**config.mk**
```make
export PLATFORM = sky130hd
export DESIGN_NAME = mips_mc_controller
export DESIGN_NICKNAME = d
export VERILOG_FILES = /design/src/rtl/mips_mc_controller.sv
export SDC_FILE = /design/constraint.sdc
export NUM_CORES = 1
export LEC_CHECK = 0
export BUFFER_PORTS_ARGS = -buffer_cell sky130_fd_sc_hd__buf_4
export CORE_UTILIZATION = 48
export CTS_CLUSTER_DIAMETER = 30
export CTS_CLUSTER_SIZE = 28
export DETAILED_ROUTE_END_ITERATION = 8
export GPL_ROUTABILITY_DRIVEN = 0
export PLACE_DENSITY = 0.82
export SYNTH_ARGS = -nofsm -noshare
export SYNTH_HDL_FRONTEND = slang
export SYNTH_SLANG_ARGS = --single-unit
```
**constraint.sdc**
```tcl
create_clock -name clk -period 3.4 [get_ports clk]
set_input_delay 0.34 -clock clk [delete_from_list [all_inputs] [get_ports clk]]
set_output_delay 0.34 -clock clk [all_outputs]
set_load 0.1 [all_outputs]
```
**src/rtl/mips_mc_controller.sv**
```systemverilog
// Multicycle MIPS control unit: Moore state machine that sequences the ALU,
// the operand muxes and the datapath write enables, one instruction in flight at a time.
module mips_mc_controller #(
    parameter logic ILLEGAL_TRAP = 1'b0
) (
    input  logic       clk,
    input  logic       reset,
    input  logic [5:0] op,
    input  logic [5:0] funct,
    input  logic       zero,
    input  logic       blez_out,
    output logic [3:0] alucontrol,
    output logic       alusrca,
    output logic [1:0] alusrcb,
    output logic [1:0] pcsrc,
    output logic       iord,
    output logic       irwrite,
    output logic       memwrite,
    output logic       regdst,
    output logic       memtoreg,
    output logic       regwrite,
    output logic       pcen,
    output logic       illegal,
    output logic [3:0] state
);

    // state    | meaning
    // FETCH    | read instruction into IR, PC <= PC+4
    // DECODE   | decode op/funct, precompute branch target into ALUOut
    // MEMADR   | compute lw/sw effective address
    // MEMRD    | read data memory at ALUOut
    // MEMWB    | write memory data to rt
    // MEMWR    | write B to data memory at ALUOut
    // EXECUTE  | R-type ALU operation
    // ALUWB    | write ALUOut to rd
    // BRANCH   | beq compare, load PC from ALUOut if equal
    // BLEZ     | blez test, load PC from ALUOut if A<=0
    // ADDIEX   | A + sign-extended immediate
    // ADDIWB   | write ALUOut to rt
    // JUMP     | load PC with jump target
    // HALT     | trapped on unsupported instruction, left only by reset
    typedef enum logic [3:0] {
        S_FETCH   = 4'd0,
        S_DECODE  = 4'd1,
        S_MEMADR  = 4'd2,
        S_MEMRD   = 4'd3,
        S_MEMWB   = 4'd4,
        S_MEMWR   = 4'd5,
        S_EXECUTE = 4'd6,
        S_ALUWB   = 4'd7,
        S_BRANCH  = 4'd8,
        S_BLEZ    = 4'd9,
        S_ADDIEX  = 4'd10,
        S_ADDIWB  = 4'd11,
        S_JUMP    = 4'd12,
        S_HALT    = 4'd13
    } state_t;

    localparam logic [5:0] OP_RTYPE = 6'b000000;
    localparam logic [5:0] OP_LW    = 6'b100011;
    localparam logic [5:0] OP_SW    = 6'b101011;
    localparam logic [5:0] OP_BEQ   = 6'b000100;
    localparam logic [5:0] OP_BLEZ  = 6'b000110;
    localparam logic [5:0] OP_ADDI  = 6'b001000;
    localparam logic [5:0] OP_J     = 6'b000010;

    localparam logic [5:0] FN_ADD = 6'b100000;
    localparam logic [5:0] FN_SUB = 6'b100010;
    localparam logic [5:0] FN_AND = 6'b100100;
    localparam logic [5:0] FN_OR  = 6'b100101;
    localparam logic [5:0] FN_SLT = 6'b101010;
    localparam logic [5:0] FN_SLL = 6'b000000;
    localparam logic [5:0] FN_SRL = 6'b000010;

    localparam logic [3:0] ALU_AND = 4'b0000;
    localparam logic [3:0] ALU_OR  = 4'b0001;
    localparam logic [3:0] ALU_ADD = 4'b0010;
    localparam logic [3:0] ALU_SUB = 4'b0110;
    localparam logic [3:0] ALU_SLT = 4'b0111;
    localparam logic [3:0] ALU_SLL = 4'b0101;
    localparam logic [3:0] ALU_SRL = 4'b1010;

    state_t state_q;
    state_t state_d;

    logic       funct_legal;
    logic [3:0] funct_alu;
    logic       pcwrite;
    logic       branch;
    logic       blezbr;

    always_ff @(posedge clk) begin
        if (!reset) begin
            state_q <= S_FETCH;
        end else begin
            state_q <= state_d;
        end
    end

    always_comb begin
        funct_legal = 1'b1;
        funct_alu   = ALU_ADD;
        case (funct)
            FN_ADD:  funct_alu = ALU_ADD;
            FN_SUB:  funct_alu = ALU_SUB;
            FN_AND:  funct_alu = ALU_AND;
            FN_OR:   funct_alu = ALU_OR;
            FN_SLT:  funct_alu = ALU_SLT;
            FN_SLL:  funct_alu = ALU_SLL;
            FN_SRL:  funct_alu = ALU_SRL;
            default: funct_legal = 1'b0;
        endcase
    end

    always_comb begin
        state_d    = state_q;
        alucontrol = ALU_AND;
        alusrca    = 1'b0;
        alusrcb    = 2'b00;
        pcsrc      = 2'b00;
        iord       = 1'b0;
        irwrite    = 1'b0;
        memwrite   = 1'b0;
        regdst     = 1'b0;
        memtoreg   = 1'b0;
        regwrite   = 1'b0;
        illegal    = 1'b0;
        pcwrite    = 1'b0;
        branch     = 1'b0;
        blezbr     = 1'b0;

        case (state_q)
            S_FETCH: begin
                alusrcb    = 2'b01;
                alucontrol = ALU_ADD;
                irwrite    = 1'b1;
                pcwrite    = 1'b1;
                state_d    = S_DECODE;
            end
            S_DECODE: begin
                alusrcb    = 2'b11;
                alucontrol = ALU_ADD;
                case (op)
                    OP_LW, OP_SW: state_d = S_MEMADR;
                    OP_RTYPE:     state_d = funct_legal ? S_EXECUTE : S_FETCH;
                    OP_BEQ:       state_d = S_BRANCH;
                    OP_BLEZ:      state_d = S_BLEZ;
                    OP_ADDI:      state_d = S_ADDIEX;
                    OP_J:         state_d = S_JUMP;
                    default:      state_d = S_FETCH;
                endcase
                if ((op == OP_RTYPE && !funct_legal) ||
                    !(op inside {OP_RTYPE, OP_LW, OP_SW, OP_BEQ, OP_BLEZ, OP_ADDI, OP_J})) begin
                    illegal = 1'b1;
                    state_d = ILLEGAL_TRAP ? S_HALT : S_FETCH;
                end
            end
            S_MEMADR: begin
                alusrca    = 1'b1;
                alusrcb    = 2'b10;
                alucontrol = ALU_ADD;
                state_d    = (op == OP_LW) ? S_MEMRD : S_MEMWR;
            end
            S_MEMRD: begin
                iord    = 1'b1;
                state_d = S_MEMWB;
            end
            S_MEMWB: begin
                memtoreg = 1'b1;
                regwrite = 1'b1;
                state_d  = S_FETCH;
            end
            S_MEMWR: begin
                iord     = 1'b1;
                memwrite = 1'b1;
                state_d  = S_FETCH;
            end
            S_EXECUTE: begin
                alusrca    = 1'b1;
                alucontrol = funct_alu;
                state_d    = S_ALUWB;
            end
            S_ALUWB: begin
                regdst   = 1'b1;
                regwrite = 1'b1;
                state_d  = S_FETCH;
            end
            S_BRANCH: begin
                alusrca    = 1'b1;
                alucontrol = ALU_SUB;
                pcsrc      = 2'b01;
                branch     = 1'b1;
                state_d    = S_FETCH;
            end
            S_BLEZ: begin
                alusrca    = 1'b1;
                alucontrol = ALU_ADD;
                pcsrc      = 2'b01;
                blezbr     = 1'b1;
                state_d    = S_FETCH;
            end
            S_ADDIEX: begin
                alusrca    = 1'b1;
                alusrcb    = 2'b10;
                alucontrol = ALU_ADD;
                state_d    = S_ADDIWB;
            end
            S_ADDIWB: begin
                regwrite = 1'b1;
                state_d  = S_FETCH;
            end
            S_JUMP: begin
                pcsrc   = 2'b10;
                pcwrite = 1'b1;
                state_d = S_FETCH;
            end
            S_HALT: begin
                state_d = S_HALT;
            end
            default: begin
                state_d = S_FETCH;
            end
        endcase

        // In reset the datapath sees the FETCH mux settings but no write may happen.
        if (!reset) begin
            alucontrol = ALU_ADD;
            alusrca    = 1'b0;
            alusrcb    = 2'b01;
            pcsrc      = 2'b00;
            iord       = 1'b0;
            irwrite    = 1'b0;
            memwrite   = 1'b0;
            regdst     = 1'b0;
            memtoreg   = 1'b0;
            regwrite   = 1'b0;
            illegal    = 1'b0;
            pcwrite    = 1'b0;
            branch     = 1'b0;
            blezbr     = 1'b0;
        end
    end

    assign pcen  = pcwrite | (branch & zero) | (blezbr & blez_out);
    assign state = state_q;

endmodule

```
Word-level counts from Yosys, hierarchy flattened
Index checks and enable logic that the tools add are counted.
{"block": "op_classes", "reduce_logical": 17, "n_mux": 36, "n_eq_ne": 25, "bitwise_logic": 4}
{"cell": "one-hot mux 4 bit (6 select lines)", "n": 2}
{"cell": "equality test 6 bit (second input constant)", "n": 7}
{"cell": "one-hot mux 4 bit (7 select lines)", "n": 1}
{"cell": "equality test 4 bit (second input constant)", "n": 6}
{"cell": "2-to-1 mux 1 bit", "n": 24}
{"cell": "equality test 4 x 3 -> 1 bit (second input constant)", "n": 4}
{"cell": "equality test 6 x 2 -> 1 bit (second input constant)", "n": 2}
{"cell": "equality test 6 x 3 -> 1 bit (second input constant)", "n": 2}
{"cell": "zero test 6 bit", "n": 2}
{"cell": "one-hot mux 4 bit (3 select lines)", "n": 1}
{"cell": "OR reduction 2 bit", "n": 5}
{"cell": "OR reduction 5 bit", "n": 2}
{"cell": "equality test 4 x 2 -> 1 bit (second input constant)", "n": 2}
{"cell": "2-to-1 mux 4 bit", "n": 2}
{"cell": "nonzero test 7 bit", "n": 1}
{"cell": "OR reduction 7 bit", "n": 1}
{"cell": "equality test 6 x 4 -> 1 bit (second input constant)", "n": 1}
{"cell": "2-to-1 mux 3 bit", "n": 2}
{"cell": "one-hot mux 2 bit (3 select lines)", "n": 1}
{"cell": "equality test 4 x 1 -> 1 bit (second input constant)", "n": 1}
{"cell": "zero test 4 bit", "n": 1}
{"cell": "2-to-1 mux 2 bit", "n": 2}
{"cell": "one-hot mux 2 bit (2 select lines)", "n": 1}
{"cell": "OR reduction 3 bit", "n": 1}
{"cell": "5 further kinds", "n": 8}
{"block": "totals", "reg_bits": 4, "in_bits": 16, "out_inout_bits": 21}

Depth between registers and ports, before layout
{"block": "logic_depth", "depth_word": 9, "ltp_mapped": 5}

Worst setup path after synthesis
Ideal clock, no wire load.
{"block": "synth_timing", "kind": "register to output", "startpoint": "reg state_q[0], in the netlist state[0]", "endpoint": "out iord", "path_stages_with_launch": 4, "path_buffers": 1, "t_arrival_ns": 4.297, "path_slack_ns": -1.237, "required_time_ns": 3.060, "cell_sequence": "dfxtp_1 > buf_4 > inv_1 > nor4_1"}
{"block": "synth_between", "elab_chain_cells": 4}
{"item": "start: declaration", "line_no": "83", "rtl": "state_t state_q;"}
{"item": "start signal: assignment", "line_no": "96", "rtl": "state_q <= state_d;"}
{"item": "equality test 4 x 2 -> 1 bit / equality test 4 x 3 -> 1 bit (equally long branches)", "line_no": "132", "rtl": "case (state_q)"}
{"item": "OR reduction 2 bit (no source line) *"}
{"item": "2-to-1 mux 1 bit *", "line_no": "132"}
{"item": "2-to-1 mux 1 bit *", "line_no": "226", "rtl": "if (!reset) begin"}
{"item": "end: declaration", "line_no": "16", "rtl": "output logic iord,"}
Every way passes the cells marked *; elsewhere a longest branch is shown, timed or not.

Worst setup path in the final report
{"block": "layout_timing", "startpoint": "reg state_q[2], in the netlist state[2]", "endpoint": "out alucontrol[3]"}
{"block": "layout_between", "elab_chain_cells": 4}
{"item": "equality test 4 x 1 -> 1 bit, or another cell as far along", "line_no": "132"}
{"item": "OR reduction 5 bit (no source line)"}
{"item": "one-hot mux 4 bit (3 select lines) *", "line_no": "132"}
{"item": "2-to-1 mux 4 bit *", "line_no": "226"}
{"item": "end: declaration", "line_no": "12", "rtl": "output logic [3:0] alucontrol,"}
Marked as above.

==> results.txt <==
----------------------------------------------------
[Status]
  Run status ... finished clean

[Global routing]
  Wire length of the first global-routing pass ... 3060 um
  Vias in the first global route ... 709
  Global route total overflow ... 0
  Pin count of the biggest net entering global routing ... 17
  Antenna violations before repair ... 0
  Total global routing track utilization ... 27.2%

[Yosys]
  Top_reg_cell synth ... dfxtp_1
  Sequential element share of the synthesized area ... 10.9%
  Gate count after technology mapping ... 107
  Syn avg cell area ... 6.84 um^2
  Yosys warnings ... 0
  Cell area after synthesis ... 732 um^2
  Async S/R FF share, synth ... 0%
  Count of flip-flops with a built-in enable after synthesis ... 0
  Synth Net Count ... 123
  Cell variety after synth ... 48
  Total of flip-flops plus latches after synthesis ... 4

[Layout]
  Finished layout cell area ... 1040 um^2
  Ratio of cells with drive above 1 in the final layout ... 37.1%
  Most common cell after layout, fill and taps aside ... buf_4
  Most used cells in the layout excluding fill and tap cells ... buf_4 (36), nor2_1 (15), nand2b_1 (6), nor3_1 (5), o21ai_0 (5)
  Non-filler cells, final ... 155
  Flip-flop count of the largest register after layout ... 4
  Signed area change from the synthesized netlist to the final layout ... 42.2%
  Number of diodes added for antenna fixing ... 0
  Layout net count ... 158

[Route]
  Routed len/inst ... 13.9 um
  Number of nets with antenna violations after detailed routing ... 0
  DR pass1 iterations ... 4
  Vias per std cell ... 6.15
  Overall via count from detail_route ... 953
  Total length of routed wires ... 2150 um
  Total DRC errors in the routed layout ... 0
  DRC violation total after the first TritonRoute iteration ... 34

[CTS]
  Sink Count ... 4
  Hold buffer count at cts ... 0
  Total clock buffers created by CTS ... 3
  CTS tree ... yes
  Deepest clock path buffer count ... 2
  Clock insertion delay at the later pin of the skew report ... 0.24 ns
  Resized Gates After CTS ... 0
  Post-CTS setup repair buffer count ... 0
  Depth of the CTS H-tree ... 1
  Root buffer cell ... clkbuf_4
  Worst-path clk slew ... 0.04 ns

[Critical path]
  Startpoint type of the worst setup path ... register
  Register-to-Register Path Depth ... 4
  CP cell instances ... and2b_1 -> nand2_1 -> or3_1 -> nor4_4 -> buf_4
  Worst Setup End Kind ... output pin
  Cell type group with the largest total delay on the critical path ... simple AND/OR/NAND/NOR gates
  Worst Path Arrival ... 2.06 ns
  Required @ worst endpoint ... 3.06 ns
  Cell depth of the worst setup path ... 5
  Highest net fanout along the worst path ... 12
  Worst setup path category ... reg2out
  Buffer and inverter count on the worst path ... 1
  Slowest stage cell on the critical path ... dfxtp_1
  CP peak stage delay ... 0.55 ns

[Timing]
  Unrepaired setup endpoints after global routing ... false
  Max Clk Rate ... 417 MHz
  Worst max-slew margin expressed relative to the limit ... 66.5%
  Final critical path time including I/O delays and setup ... 2.40 ns
  Share of the clock period used by the worst path after layout ... 70.6%
  Final setup violation count ... 0
  Post-Route Skew ... 0.00356 ns
  Final Hold Viols ... 0
  Slew at the pin with the worst max-slew slack ... 0.502 ns
  Final count of pins violating max slew ... 0

[Floorplanning]
  Die boundary width ... 41.1 um
  Number of placement rows ... 13
  Area of the die ... 1690 um^2
  Initial Utilization ... 53.6%
  Core region area ... 1370 um^2
  Vertical extent of the die ... 41.1 um
  Number of top-level pins ... 37

[Pwr]
  Standby leakage power ... 0.000423 uW
  Share of total power consumed by net switching ... 44.7%
  Combinational share of power ... 47.3%
  Proportion of power drawn by flip-flops and latches ... 24.2%
  Clock share of power ... 28.4%
  Power density of the placed cells ... 211 nW/um^2
  P_sw ... 97.9 uW
  Internal cell power ... 121 uW
  Worst IR drop on VDD ... 0.000238 V

[Placement]
  Count of input and output buffers ... 36
  Post-Place Cell Area ... 1020 um^2
  HPWL after detailed placement ... 1630 um
  Placed cells ... 152

[Hold path]
  Type of the most critical hold path ... in2reg
  Cell depth of the worst min-delay path ... 3

[Flow run]
  Max-capacitance violation count ... 0

----------------------------------------------------
[per-layer routing]
layer  track usage [%]  part of all wire [%]  vias up
li1                  -                     -      473
met1              36.4                    44      440
met4              4.17                     0        0
met3              8.70                   7.7        0
met5                 0                     0        -
met2              43.0                    48       40
[final cells by class]
class	count	area, um^2
timing repair buffer	36	270
tap	15	18.8
fill	113	325
inverter	4	15.0
multi-input combinational	93	634
sequential	4	80.1
clock buffer	3	22.5
[through the flow]
step           setup WS (ns)  TNS, ns  power (uW)  utilization, %  hold WS [ns]
2_1_floorplan        -0.0627  -0.0627         124               -         0.508
5_1_grt                0.875        0         229            76.2         0.410
3_5_place_dp            1.26        0         157            74.5         0.643
3_3_place_gp            1.33        0         155            74.5         0.659
6_report                1.00        0         219            76.2         0.394
4_1_cts                0.993        0         221            76.2         0.390
[synthesized netlist by cell type, drive strengths merged, types with 2 or more instances]
master	instances	area share (%)
nor2	15	7.7
o21a	2	2.1
o32ai	2	3.4
xnor2	2	2.4
and3	3	2.6
o21ai	7	4.8
inv	4	2.1
nor4	3	3.4
a21boi	2	2.1
and2b	3	3.4
or3	5	5.6
clkbuf	2	2.4
buf	4	3.2
nand2b	6	5.1
o22ai	3	2.6
nor3	8	5.5
dfxtp	4	11
nand3	3	2.1
nand2	4	2.1
a21oi	6	4.6
[kinds of logic after synthesis]
| kind of cell | share of synthesized area (%) |
|---|---|
| xor+xnor | 2.39 |
| buf+inv | 7.69 |
| mux | 1.37 |
| simple gates | 48.2 |
| flops | 10.9 |
| compound gates | 29.4 |
[worst register-to-register path, stage by stage, from the launching register on]
cell and delay [ns]:
dfxtp_1 0.62, and2b_2 0.24, nand3_1 0.16, a2111o_1 0.32
o21ai_1 0.12
[power groups by stage]
| stage | combinational [uW] | clock, uW | sequential, uW |
|---|---|---|---|
| after floorplan | 64.6 | 0 | 59.0 |
| after global placement | 101 | 0 | 53.6 |
| after detailed placement | 103 | 0 | 53.8 |
| after CTS | 103 | 64.2 | 53.0 |
| after global routing | 110 | 65.8 | 53.4 |
| final | 104 | 62.3 | 53.1 |
[path summary, 6_finish.rpt]
check / start / to / slack (ns)
worst max-delay path: state[2] / alucontrol[3] / 1.0
worst min-delay path: op[4] / state[1] / 0.39
worst max register to register: state[0] / state[1] / 1.88
worst min register to register: state[0] / state[0] / 0.78
No activity file was read; power rests on OpenSTA's default activity.
